**src/rtl/dds_iq_if.sv**
```systemverilog
// Sample-side bundle of the quadrature DDS: tuning/phase controls, baseband in, I/Q out.
// Latency: none (wires only).
// Backpressure: none; the sink must accept every valid_o sample.
interface dds_iq_if #(
  parameter int BB_DATA_WIDTH   = 8,
  parameter int PHASE_INC_WIDTH = 16,
  parameter int PHASE_ACC_WIDTH = 16,
  parameter int LUT_PHASE_WIDTH = 10,
  parameter int SIN_ROM_WIDTH   = 8
);
  localparam int OUT_WIDTH = BB_DATA_WIDTH + SIN_ROM_WIDTH + 1;

  logic                               ce_i;
  logic signed [BB_DATA_WIDTH-1:0]    bb_data_i;
  logic [PHASE_INC_WIDTH-1:0]         phase_inc_i;
  logic                               phase_inc_ena_i;
  logic [PHASE_ACC_WIDTH-1:0]         phase_load_i;
  logic                               phase_load_ena_i;
  logic [LUT_PHASE_WIDTH-1:0]         phase_offset_i;
  logic signed [OUT_WIDTH-1:0]        i_data_o;
  logic signed [OUT_WIDTH-1:0]        q_data_o;
  logic                               valid_o;
  logic                               phase_wrap_o;

  // DDS side
  modport slave (
    input  ce_i, bb_data_i, phase_inc_i, phase_inc_ena_i,
           phase_load_i, phase_load_ena_i, phase_offset_i,
    output i_data_o, q_data_o, valid_o, phase_wrap_o
  );

  // Sample source / DAC side
  modport master (
    output ce_i, bb_data_i, phase_inc_i, phase_inc_ena_i,
           phase_load_i, phase_load_ena_i, phase_offset_i,
    input  i_data_o, q_data_o, valid_o, phase_wrap_o
  );
endinterface

```
**src/rtl/dds_iq.sv**
```systemverilog
// Quadrature DDS: baseband sample times cos/sin from one folded quarter-wave table.
// Latency: 4 cycles from a ce_i sample to valid_o, independent of ce_i gaps.
// Backpressure: none; the pipeline advances every cycle and ce_i only marks valid samples.
module dds_iq #(
  parameter int                         BB_DATA_WIDTH     = 8,
  parameter int                         PHASE_INC_WIDTH   = 16,
  parameter int                         PHASE_ACC_WIDTH   = 16,
  parameter logic [PHASE_ACC_WIDTH-1:0] PHASE_INITIAL     = '0,
  parameter int                         LUT_PHASE_WIDTH   = 10,
  parameter int                         SIN_ROM_WIDTH     = 8,
  parameter string                      SIN_ROM_INIT_FILE = "dds_qsin_rom.mem"
) (
  input  logic    clk_i,
  input  logic    rst_i,
  dds_iq_if.slave bus_io
);

  localparam int ACC_W     = PHASE_ACC_WIDTH;
  localparam int LUT_W     = LUT_PHASE_WIDTH;
  localparam int IDX_W     = LUT_PHASE_WIDTH - 2;
  localparam int ROM_DEPTH = 1 << IDX_W;
  localparam int MAG_W     = SIN_ROM_WIDTH;
  localparam int TRIG_W    = SIN_ROM_WIDTH + 1;
  localparam int OUT_W     = BB_DATA_WIDTH + SIN_ROM_WIDTH + 1;

  // ---------------------------------------------------------------------------
  // Quarter-wave table. Words are computed at elaboration with the same
  // expression the image file is generated from, so the table needs no preload
  // and always matches LUT_PHASE_WIDTH / SIN_ROM_WIDTH. The half-sample offset
  // keeps every word non-zero and makes rom[~k] the exact mirror of rom[k].
  // ---------------------------------------------------------------------------
  function automatic logic [MAG_W-1:0] rom_word(input int k);
    real amp;
    real ang;
    amp = $itor((1 << MAG_W) - 1);
    ang = 2.0 * 3.14159265358979323846 * ($itor(k) + 0.5) / $itor(1 << LUT_W);
    return MAG_W'($rtoi(amp * $sin(ang) + 0.5));
  endfunction

  logic [MAG_W-1:0] rom_tbl [ROM_DEPTH];

  for (genvar gk = 0; gk < ROM_DEPTH; gk++) begin : g_rom
    localparam logic [MAG_W-1:0] WORD = rom_word(gk);
    assign rom_tbl[gk] = WORD;
  end

  // An image name is only meaningful to flows that ship the table separately;
  // the computed table above is used in either case.
  if (SIN_ROM_INIT_FILE == "") begin : g_no_image_name
  end

  // ---------------------------------------------------------------------------
  // Pipeline stage records
  // ---------------------------------------------------------------------------
  typedef struct packed {
    logic                            vld;
    logic signed [BB_DATA_WIDTH-1:0] bb;
    logic [LUT_W-1:0]                phase;
  } s1_t;

  typedef struct packed {
    logic                            vld;
    logic signed [BB_DATA_WIDTH-1:0] bb;
    logic [MAG_W-1:0]                sin_mag;
    logic [MAG_W-1:0]                cos_mag;
    logic                            sin_neg;
    logic                            cos_neg;
  } s2_t;

  typedef struct packed {
    logic                            vld;
    logic signed [BB_DATA_WIDTH-1:0] bb;
    logic signed [TRIG_W-1:0]        sin_val;
    logic signed [TRIG_W-1:0]        cos_val;
  } s3_t;

  // Phase accumulator and tuning word
  logic [ACC_W-1:0]           acc_q, acc_d;
  logic [PHASE_INC_WIDTH-1:0] inc_q, inc_d;
  logic                       wrap_q, wrap_d;
  logic [ACC_W:0]             acc_sum;

  s1_t s1_q, s1_d;
  s2_t s2_q, s2_d;
  s3_t s3_q, s3_d;

  logic signed [OUT_W-1:0] i_q, i_d;
  logic signed [OUT_W-1:0] q_q, q_d;
  logic                    valid_q, valid_d;

  // Stage-2 fold helpers
  logic [1:0]       sin_quad;
  logic [1:0]       cos_quad;
  logic [IDX_W-1:0] idx;
  logic [IDX_W-1:0] sin_addr;
  logic [IDX_W-1:0] cos_addr;

  // Stage-4 operands, sign-extended to the product width
  logic signed [OUT_W-1:0] bb_ext;
  logic signed [OUT_W-1:0] sin_ext;
  logic signed [OUT_W-1:0] cos_ext;

  // Accumulator next state: load beats increment; wrap only on an increment carry.
  always_comb begin
    acc_d   = acc_q;
    inc_d   = inc_q;
    wrap_d  = 1'b0;
    acc_sum = {1'b0, acc_q} + {1'b0, ACC_W'(inc_q)};
    if (bus_io.phase_load_ena_i) begin
      acc_d = bus_io.phase_load_i;
    end else if (bus_io.ce_i) begin
      acc_d  = acc_sum[ACC_W-1:0];
      wrap_d = acc_sum[ACC_W];
    end
    // New tuning word takes effect from the next cycle's increment.
    if (bus_io.phase_inc_ena_i) begin
      inc_d = bus_io.phase_inc_i;
    end
  end

  // Stage 1: tap the pre-update accumulator with the sample and offset.
  always_comb begin
    s1_d       = '0;
    s1_d.vld   = bus_io.ce_i;
    s1_d.bb    = bus_io.bb_data_i;
    s1_d.phase = acc_q[ACC_W-1 -: LUT_W] + bus_io.phase_offset_i;
  end

  // Stage 2: fold the phase into a table index for sin and for cos (quadrant+1).
  always_comb begin
    sin_quad     = s1_q.phase[LUT_W-1 -: 2];
    cos_quad     = sin_quad + 2'd1;
    idx          = s1_q.phase[IDX_W-1:0];
    sin_addr     = sin_quad[0] ? ~idx : idx;
    cos_addr     = cos_quad[0] ? ~idx : idx;
    s2_d         = '0;
    s2_d.vld     = s1_q.vld;
    s2_d.bb      = s1_q.bb;
    s2_d.sin_mag = rom_tbl[sin_addr];
    s2_d.cos_mag = rom_tbl[cos_addr];
    s2_d.sin_neg = sin_quad[1];
    s2_d.cos_neg = cos_quad[1];
  end

  // Stage 3: apply the quadrant sign to the unsigned magnitudes.
  always_comb begin
    s3_d         = '0;
    s3_d.vld     = s2_q.vld;
    s3_d.bb      = s2_q.bb;
    s3_d.sin_val = s2_q.sin_neg ? -$signed({1'b0, s2_q.sin_mag}) : $signed({1'b0, s2_q.sin_mag});
    s3_d.cos_val = s2_q.cos_neg ? -$signed({1'b0, s2_q.cos_mag}) : $signed({1'b0, s2_q.cos_mag});
  end

  // Stage 4: full-precision products; outputs hold between valid samples.
  always_comb begin
    bb_ext  = OUT_W'($signed(s3_q.bb));
    sin_ext = OUT_W'($signed(s3_q.sin_val));
    cos_ext = OUT_W'($signed(s3_q.cos_val));
    i_d     = i_q;
    q_d     = q_q;
    valid_d = s3_q.vld;
    if (s3_q.vld) begin
      i_d = bb_ext * cos_ext;
      q_d = bb_ext * sin_ext;
    end
  end

  // All state registers; reset clears valid bits and outputs and discards in-flight samples.
  always_ff @(posedge clk_i) begin
    if (rst_i) begin
      acc_q   <= PHASE_INITIAL;
      inc_q   <= '0;
      wrap_q  <= 1'b0;
      s1_q    <= '0;
      s2_q    <= '0;
      s3_q    <= '0;
      i_q     <= '0;
      q_q     <= '0;
      valid_q <= 1'b0;
    end else begin
      acc_q   <= acc_d;
      inc_q   <= inc_d;
      wrap_q  <= wrap_d;
      s1_q    <= s1_d;
      s2_q    <= s2_d;
      s3_q    <= s3_d;
      i_q     <= i_d;
      q_q     <= q_d;
      valid_q <= valid_d;
    end
  end

  assign bus_io.i_data_o     = i_q;
  assign bus_io.q_data_o     = q_q;
  assign bus_io.valid_o      = valid_q;
  assign bus_io.phase_wrap_o = wrap_q;

endmodule

```
**src/flat_wrapper.sv**
```systemverilog
// flat-port wrapper written by rule: the top's interface ports become plain ports
module dds_iq_flat 
#(
  parameter int                         BB_DATA_WIDTH     = 8,
  parameter int                         PHASE_INC_WIDTH   = 16,
  parameter int                         PHASE_ACC_WIDTH   = 16,
  parameter logic [PHASE_ACC_WIDTH-1:0] PHASE_INITIAL     = '0,
  parameter int                         LUT_PHASE_WIDTH   = 10,
  parameter int                         SIN_ROM_WIDTH     = 8,
  parameter string                      SIN_ROM_INIT_FILE = "                "
)
  (clk_i, rst_i, bus_io_ce_i, bus_io_bb_data_i, bus_io_phase_inc_i, bus_io_phase_inc_ena_i, bus_io_phase_load_i, bus_io_phase_load_ena_i, bus_io_phase_offset_i, bus_io_i_data_o, bus_io_q_data_o, bus_io_valid_o, bus_io_phase_wrap_o);
  dds_iq_if #(.BB_DATA_WIDTH(BB_DATA_WIDTH), .PHASE_INC_WIDTH(PHASE_INC_WIDTH), .PHASE_ACC_WIDTH(PHASE_ACC_WIDTH), .LUT_PHASE_WIDTH(LUT_PHASE_WIDTH), .SIN_ROM_WIDTH(SIN_ROM_WIDTH)) bus_io_i ();
  input  logic clk_i;
  input  logic rst_i;
  input wire logic [$bits(bus_io_i.ce_i)-1:0] bus_io_ce_i;
  input wire logic [$bits(bus_io_i.bb_data_i)-1:0] bus_io_bb_data_i;
  input wire logic [$bits(bus_io_i.phase_inc_i)-1:0] bus_io_phase_inc_i;
  input wire logic [$bits(bus_io_i.phase_inc_ena_i)-1:0] bus_io_phase_inc_ena_i;
  input wire logic [$bits(bus_io_i.phase_load_i)-1:0] bus_io_phase_load_i;
  input wire logic [$bits(bus_io_i.phase_load_ena_i)-1:0] bus_io_phase_load_ena_i;
  input wire logic [$bits(bus_io_i.phase_offset_i)-1:0] bus_io_phase_offset_i;
  output wire logic [$bits(bus_io_i.i_data_o)-1:0] bus_io_i_data_o;
  output wire logic [$bits(bus_io_i.q_data_o)-1:0] bus_io_q_data_o;
  output wire logic [$bits(bus_io_i.valid_o)-1:0] bus_io_valid_o;
  output wire logic [$bits(bus_io_i.phase_wrap_o)-1:0] bus_io_phase_wrap_o;
  assign bus_io_i.ce_i = bus_io_ce_i;
  assign bus_io_i.bb_data_i = bus_io_bb_data_i;
  assign bus_io_i.phase_inc_i = bus_io_phase_inc_i;
  assign bus_io_i.phase_inc_ena_i = bus_io_phase_inc_ena_i;
  assign bus_io_i.phase_load_i = bus_io_phase_load_i;
  assign bus_io_i.phase_load_ena_i = bus_io_phase_load_ena_i;
  assign bus_io_i.phase_offset_i = bus_io_phase_offset_i;
  assign bus_io_i_data_o = bus_io_i.i_data_o;
  assign bus_io_q_data_o = bus_io_i.q_data_o;
  assign bus_io_valid_o = bus_io_i.valid_o;
  assign bus_io_phase_wrap_o = bus_io_i.phase_wrap_o;
  dds_iq #(.BB_DATA_WIDTH(BB_DATA_WIDTH), .PHASE_INC_WIDTH(PHASE_INC_WIDTH), .PHASE_ACC_WIDTH(PHASE_ACC_WIDTH), .PHASE_INITIAL(PHASE_INITIAL), .LUT_PHASE_WIDTH(LUT_PHASE_WIDTH), .SIN_ROM_WIDTH(SIN_ROM_WIDTH), .SIN_ROM_INIT_FILE(SIN_ROM_INIT_FILE)) u_core (.clk_i(clk_i), .rst_i(rst_i), .bus_io(bus_io_i));
endmodule
```
**config.mk**
```make
export PLATFORM = sky130hd
export DESIGN_NAME = dds_iq_flat
export DESIGN_NICKNAME = d
export VERILOG_FILES = /design/src/rtl/dds_iq_if.sv /design/src/rtl/dds_iq.sv /design/src/flat_wrapper.sv
export SDC_FILE = /design/constraint.sdc
export NUM_CORES = 1
export LEC_CHECK = 0
export BUFFER_PORTS_ARGS = -buffer_cell sky130_fd_sc_hd__buf_2
export CAP_MARGIN = 40
export CORE_MARGIN = 2
export CORE_UTILIZATION = 30
export CTS_CLUSTER_DIAMETER = 30
export DETAILED_ROUTE_END_ITERATION = 7
export GPL_ROUTABILITY_DRIVEN = 1
export PLACE_DENSITY = 0.48
export REMOVE_ABC_BUFFERS = 1
export SETUP_SLACK_MARGIN = 0.5
export SYNTH_ARGS = -nofsm -noshare
export SYNTH_HDL_FRONTEND = slang
export SYNTH_SLANG_ARGS = --single-unit
```
**constraint.sdc**
```tcl
create_clock -name clk_i -period 5.13 [get_ports clk_i]
set_input_delay 0.513 -clock clk_i [delete_from_list [all_inputs] [get_ports clk_i]]
set_output_delay 0.513 -clock clk_i [all_outputs]
set_load 0.05 [all_outputs]
```
==> flow_metrics.py <==
metrics = {
    "run_status": {
        "status": "finished clean",
    },
    "synth": {
        "ys_seq_elements": 141,
        "synth_edf_count": 0,
        "synth.area.mux_share_pct": 3.37,
        "synthXorXnorAreaFrac_pct": 3.98,
        "synthSimpleGateAreaFrac_pct": 20.3,
        "ys_async_sr_fraction_pct": 0,
        "yosys_warnings": 0,
        "synth_top_family_by_area": "adder cells",
        "synth_adder_area_share_pct": 24.1,
        "syn_avg_cell_area_um2": 7.71,
        "synth_compound_area_share_pct": 22.4,
        "syn-instance-count": 2133,
        "synth_flop_cell": "dfxtp_1",
        "ys_seq_area_share_pct": 17.2,
        "synth_area_um2": 16500,
        "synth_cell_type_count": 75,
    },
    "drt": {
        "wl_per_cell_um": 20.6,
        "drt_iter0_markers": 1551,
        "ant_nets": 0,
        "drtPass1Iterations": 6,
        "drt-total-wl_um": 59000,
        "drcViolationCount": 0,
        "vias": 15900,
        "viasPerCell": 5.56,
    },
    "cells_and_area": {
        "final_nets": 2451,
        "fin_cells": 2863,
        "fill_cells": 5808,
        "drive_gt1_share_pct": 9.83,
        "area_growth_syn_to_layout_pct": 11.0,
        "utilization_pct": 33.8,
    },
    "clock_tree": {
        "clkTransAtPathRegs_ns": 0.06,
        "root_buffer": "clkbuf_16",
        "clock_latency_ns": 0.47,
        "hold_buffers": 0,
        "cts_max_path_buffers": 2,
        "cts_buffers": 17,
        "post_cts_buffers": 0,
        "numClockSinks": 141,
        "htreeDepth": 4,
        "cts_tree": "built",
    },
    "placement": {
        "place_congestion": 1.00,
        "dp_hpwl_um": 43500,
        "dp.cells": 2830,
        "port_buffers": 90,
    },
    "sta": {
        "clock.fmax_mhz": 228,
        "min_period_ns": 4.39,
        "min_period_over_period_pct": 85.6,
        "setup_violations": 0,
        "drv_slew": 0,
        "worstMarginPinSlew_ns": 0.896,
        "slew-limit-headroom_pct": 40.3,
        "grt_setup_unrepaired": "yes",
        "hold_violations": 0,
        "fin_worst_skew_ns": 0.0105,
    },
    "floorplan": {
        "num_rows": 85,
        "initial_core_util_pct": 30.5,
        "coreArea_um2": 54000,
        "ioPinCount": 91,
        "die_w_um": 238,
        "die_h_um": 238,
        "die_area_um2": 56700,
    },
    "worst_setup_path": {
        "reg2reg_from": "u_core.bb_ext[7]",
        "arrival_ns": 4.73,
        "startpoint_type": "register",
        "cp.required_ns": 5.46,
        "crit_fanout": 8,
        "ff2ff_setup_slack_ns": 0.74,
        "r2r_end": "u_core.bus_io.q_data_o[16]",
        "r2r_cells": 17,
        "cp-end-kind": "register",
        "critical_path_class": "reg -> reg",
        "startpoint": "u_core.bb_ext[7]",
    },
    "hold_path": {
        "min_to": "u_core.s1_q[13]",
        "holdCritStartpoint": "bus_io_bb_data_i[3]",
        "hold-path-cell-count": 2,
        "hp-class": "in -> reg",
    },
    "power_and_ir_drop": {
        "p_per_area_nw_per_um2": 291,
        "p_int_uw": 2800,
        "power.clock.fraction_pct": 23.0,
        "switchingPower_uw": 2510,
        "seq_power_share_pct": 26.4,
        "p_leak_uw": 0.00792,
        "netSwitchingFraction_pct": 47.3,
        "comb_power_share_pct": 50.6,
        "vdd.ir_drop.worst_mv": 0.256,
    },
    "global_routing": {
        "grt_max_degree": 91,
        "grt_pass1_vias": 15700,
        "gr-total-overflow": 0,
        "grt_pass1_wl_um": 91500,
        "antenna_found_initial": 1,
        "grt_use_total_pct": 20.8,
    },
    "job": {
        "cap_violations": 0,
    },
}
[routing by layer]
layer / track usage [%] / share of wire (%)
met5: 0 / 0
met1: 27.2 / 43
met4: 9.22 / 4.2
met3: 3.41 / 6.8
met2: 33.7 / 46
[cell usage after synthesis (32+ instances only)]
cell type | instances | share of area (%)
a211oi_1 | 47 | 2.1
a21oi_1 | 144 | 4.4
and2_1 | 90 | 3.4
buf_2 | 39 | 1.2
clkbuf_1 | 82 | 1.9
dfxtp_1 | 141 | 17
fa_1 | 124 | 15
ha_1 | 119 | 9.1
inv_1 | 211 | 4.8
mux2i_1 | 52 | 3.2
nand2_1 | 159 | 3.6
nand2b_1 | 43 | 1.6
nor2_1 | 212 | 4.8
nor2b_1 | 63 | 2.4
nor3_1 | 46 | 1.4
o21ai_0 | 123 | 3.7
o22ai_1 | 36 | 1.4
xnor2_1 | 39 | 2.1
xor2_1 | 32 | 1.7
[cell usage in the layout, fill, tap and decap left out, types with 43 or more instances in the layout]
master and instances:
a21oi_1 141, buf_4 54, nand2b_1 43, nor2_1 211, dfxtp_1 127, inv_1 211
nor2b_1 63, nor3_1 46, and2_1 90, a211oi_1 47, mux2i_1 52, buf_2 89
nand2_1 159, fa_1 123, ha_1 119, o21ai_0 122
[registers in the layout, summed over array words and instances, names as in the netlist]
name                        flops
u_core.acc_q                   16
u_core.bb_ext                   8
u_core.bus_io.i_data_o         17
u_core.bus_io.phase_wrap_o      1
u_core.bus_io.q_data_o         17
u_core.bus_io.valid_o           1
u_core.cos_ext                  9
u_core.idx                      8
u_core.inc_q                   16
u_core.s1_q                    11
u_core.s2_q                    27
u_core.s3_q                     9
u_core.valid_d                  1
[repair_timing]
item,CTS,global route
pin swaps,0,4
hold endpoints to repair,0,0
gates resized for setup,5,17
setup endpoints to repair,5,9
[stage by stage]
stage | setup TNS (ns) | cell area, µm² | total power (µW) | worst slack [ns] | hold WS (ns)
6_report | 0 | 18300 | 5310 | 0.738 | 0.264
5_1_grt | 0 | 18300 | 5610 | 0.463 | 0.260
4_1_cts | 0 | 18200 | 5270 | 0.507 | 0.242
3_5_place_dp | 0 | 17600 | 4010 | 0.404 | 0.426
3_3_place_gp | 0 | 17600 | 4000 | 0.438 | 0.418
2_1_floorplan | -0.435 | 15800 | 2990 | -0.269 | 0.414
[worst max-delay path, cell delays in order, from the launching register on]
cell and delay (ns):
dfxtp_2 0.37, inv_1 0.06, buf_4 0.17, fa_1 0.51, fa_1 0.52, inv_1 0.05, fa_1 0.53, inv_1 0.05
fa_1 0.47, inv_1 0.04, ha_1 0.32, o21a_1 0.19, o31a_1 0.14, o21ai_0 0.33, a31oi_1 0.16, xnor2_1 0.15
mux2i_1 0.13, nor2_1 0.05
[power groups by stage]
stage | combinational [µW] | sequential, µW | clock, µW
after floorplan | 1570 | 1420 | 0
after global placement | 2560 | 1440 | 0
after detailed placement | 2590 | 1430 | 0
after CTS | 2600 | 1400 | 1270
after global routing | 2870 | 1430 | 1310
final | 2690 | 1400 | 1220
[area by class of cell]
cell class	instances	area, µm²	share of cell area (%)
antenna	1	2.50	0.0137
multi-input combinational	1634	12300	67.1
sequential	141	2850	15.6
tap	696	871	4.77
clock buffer	19	443	2.42
clock inverter	13	134	0.733
inverter	213	800	4.38
timing repair buffer	146	902	4.94
[kinds of logic after synthesis]
logic type	count (synthesis)
mux	55
compound gates	571
simple gates	692
buf+inv	358
xor+xnor	73
flops	141
fa+ha+maj	243
[worst max-delay path by stage]
stage,endpoint,slack (ns)
after global placement,u_core.bus_io.i_data_o[16],0.44
after detailed placement,u_core.bus_io.i_data_o[16],0.40
after floorplan,u_core.s2_q[4],-0.27
after CTS,u_core.bus_io.i_data_o[16],0.51
final,u_core.bus_io.q_data_o[16],0.74
after global routing,u_core.bus_io.i_data_o[16],0.46
Note: power is estimated with default switching activity, not from simulation.
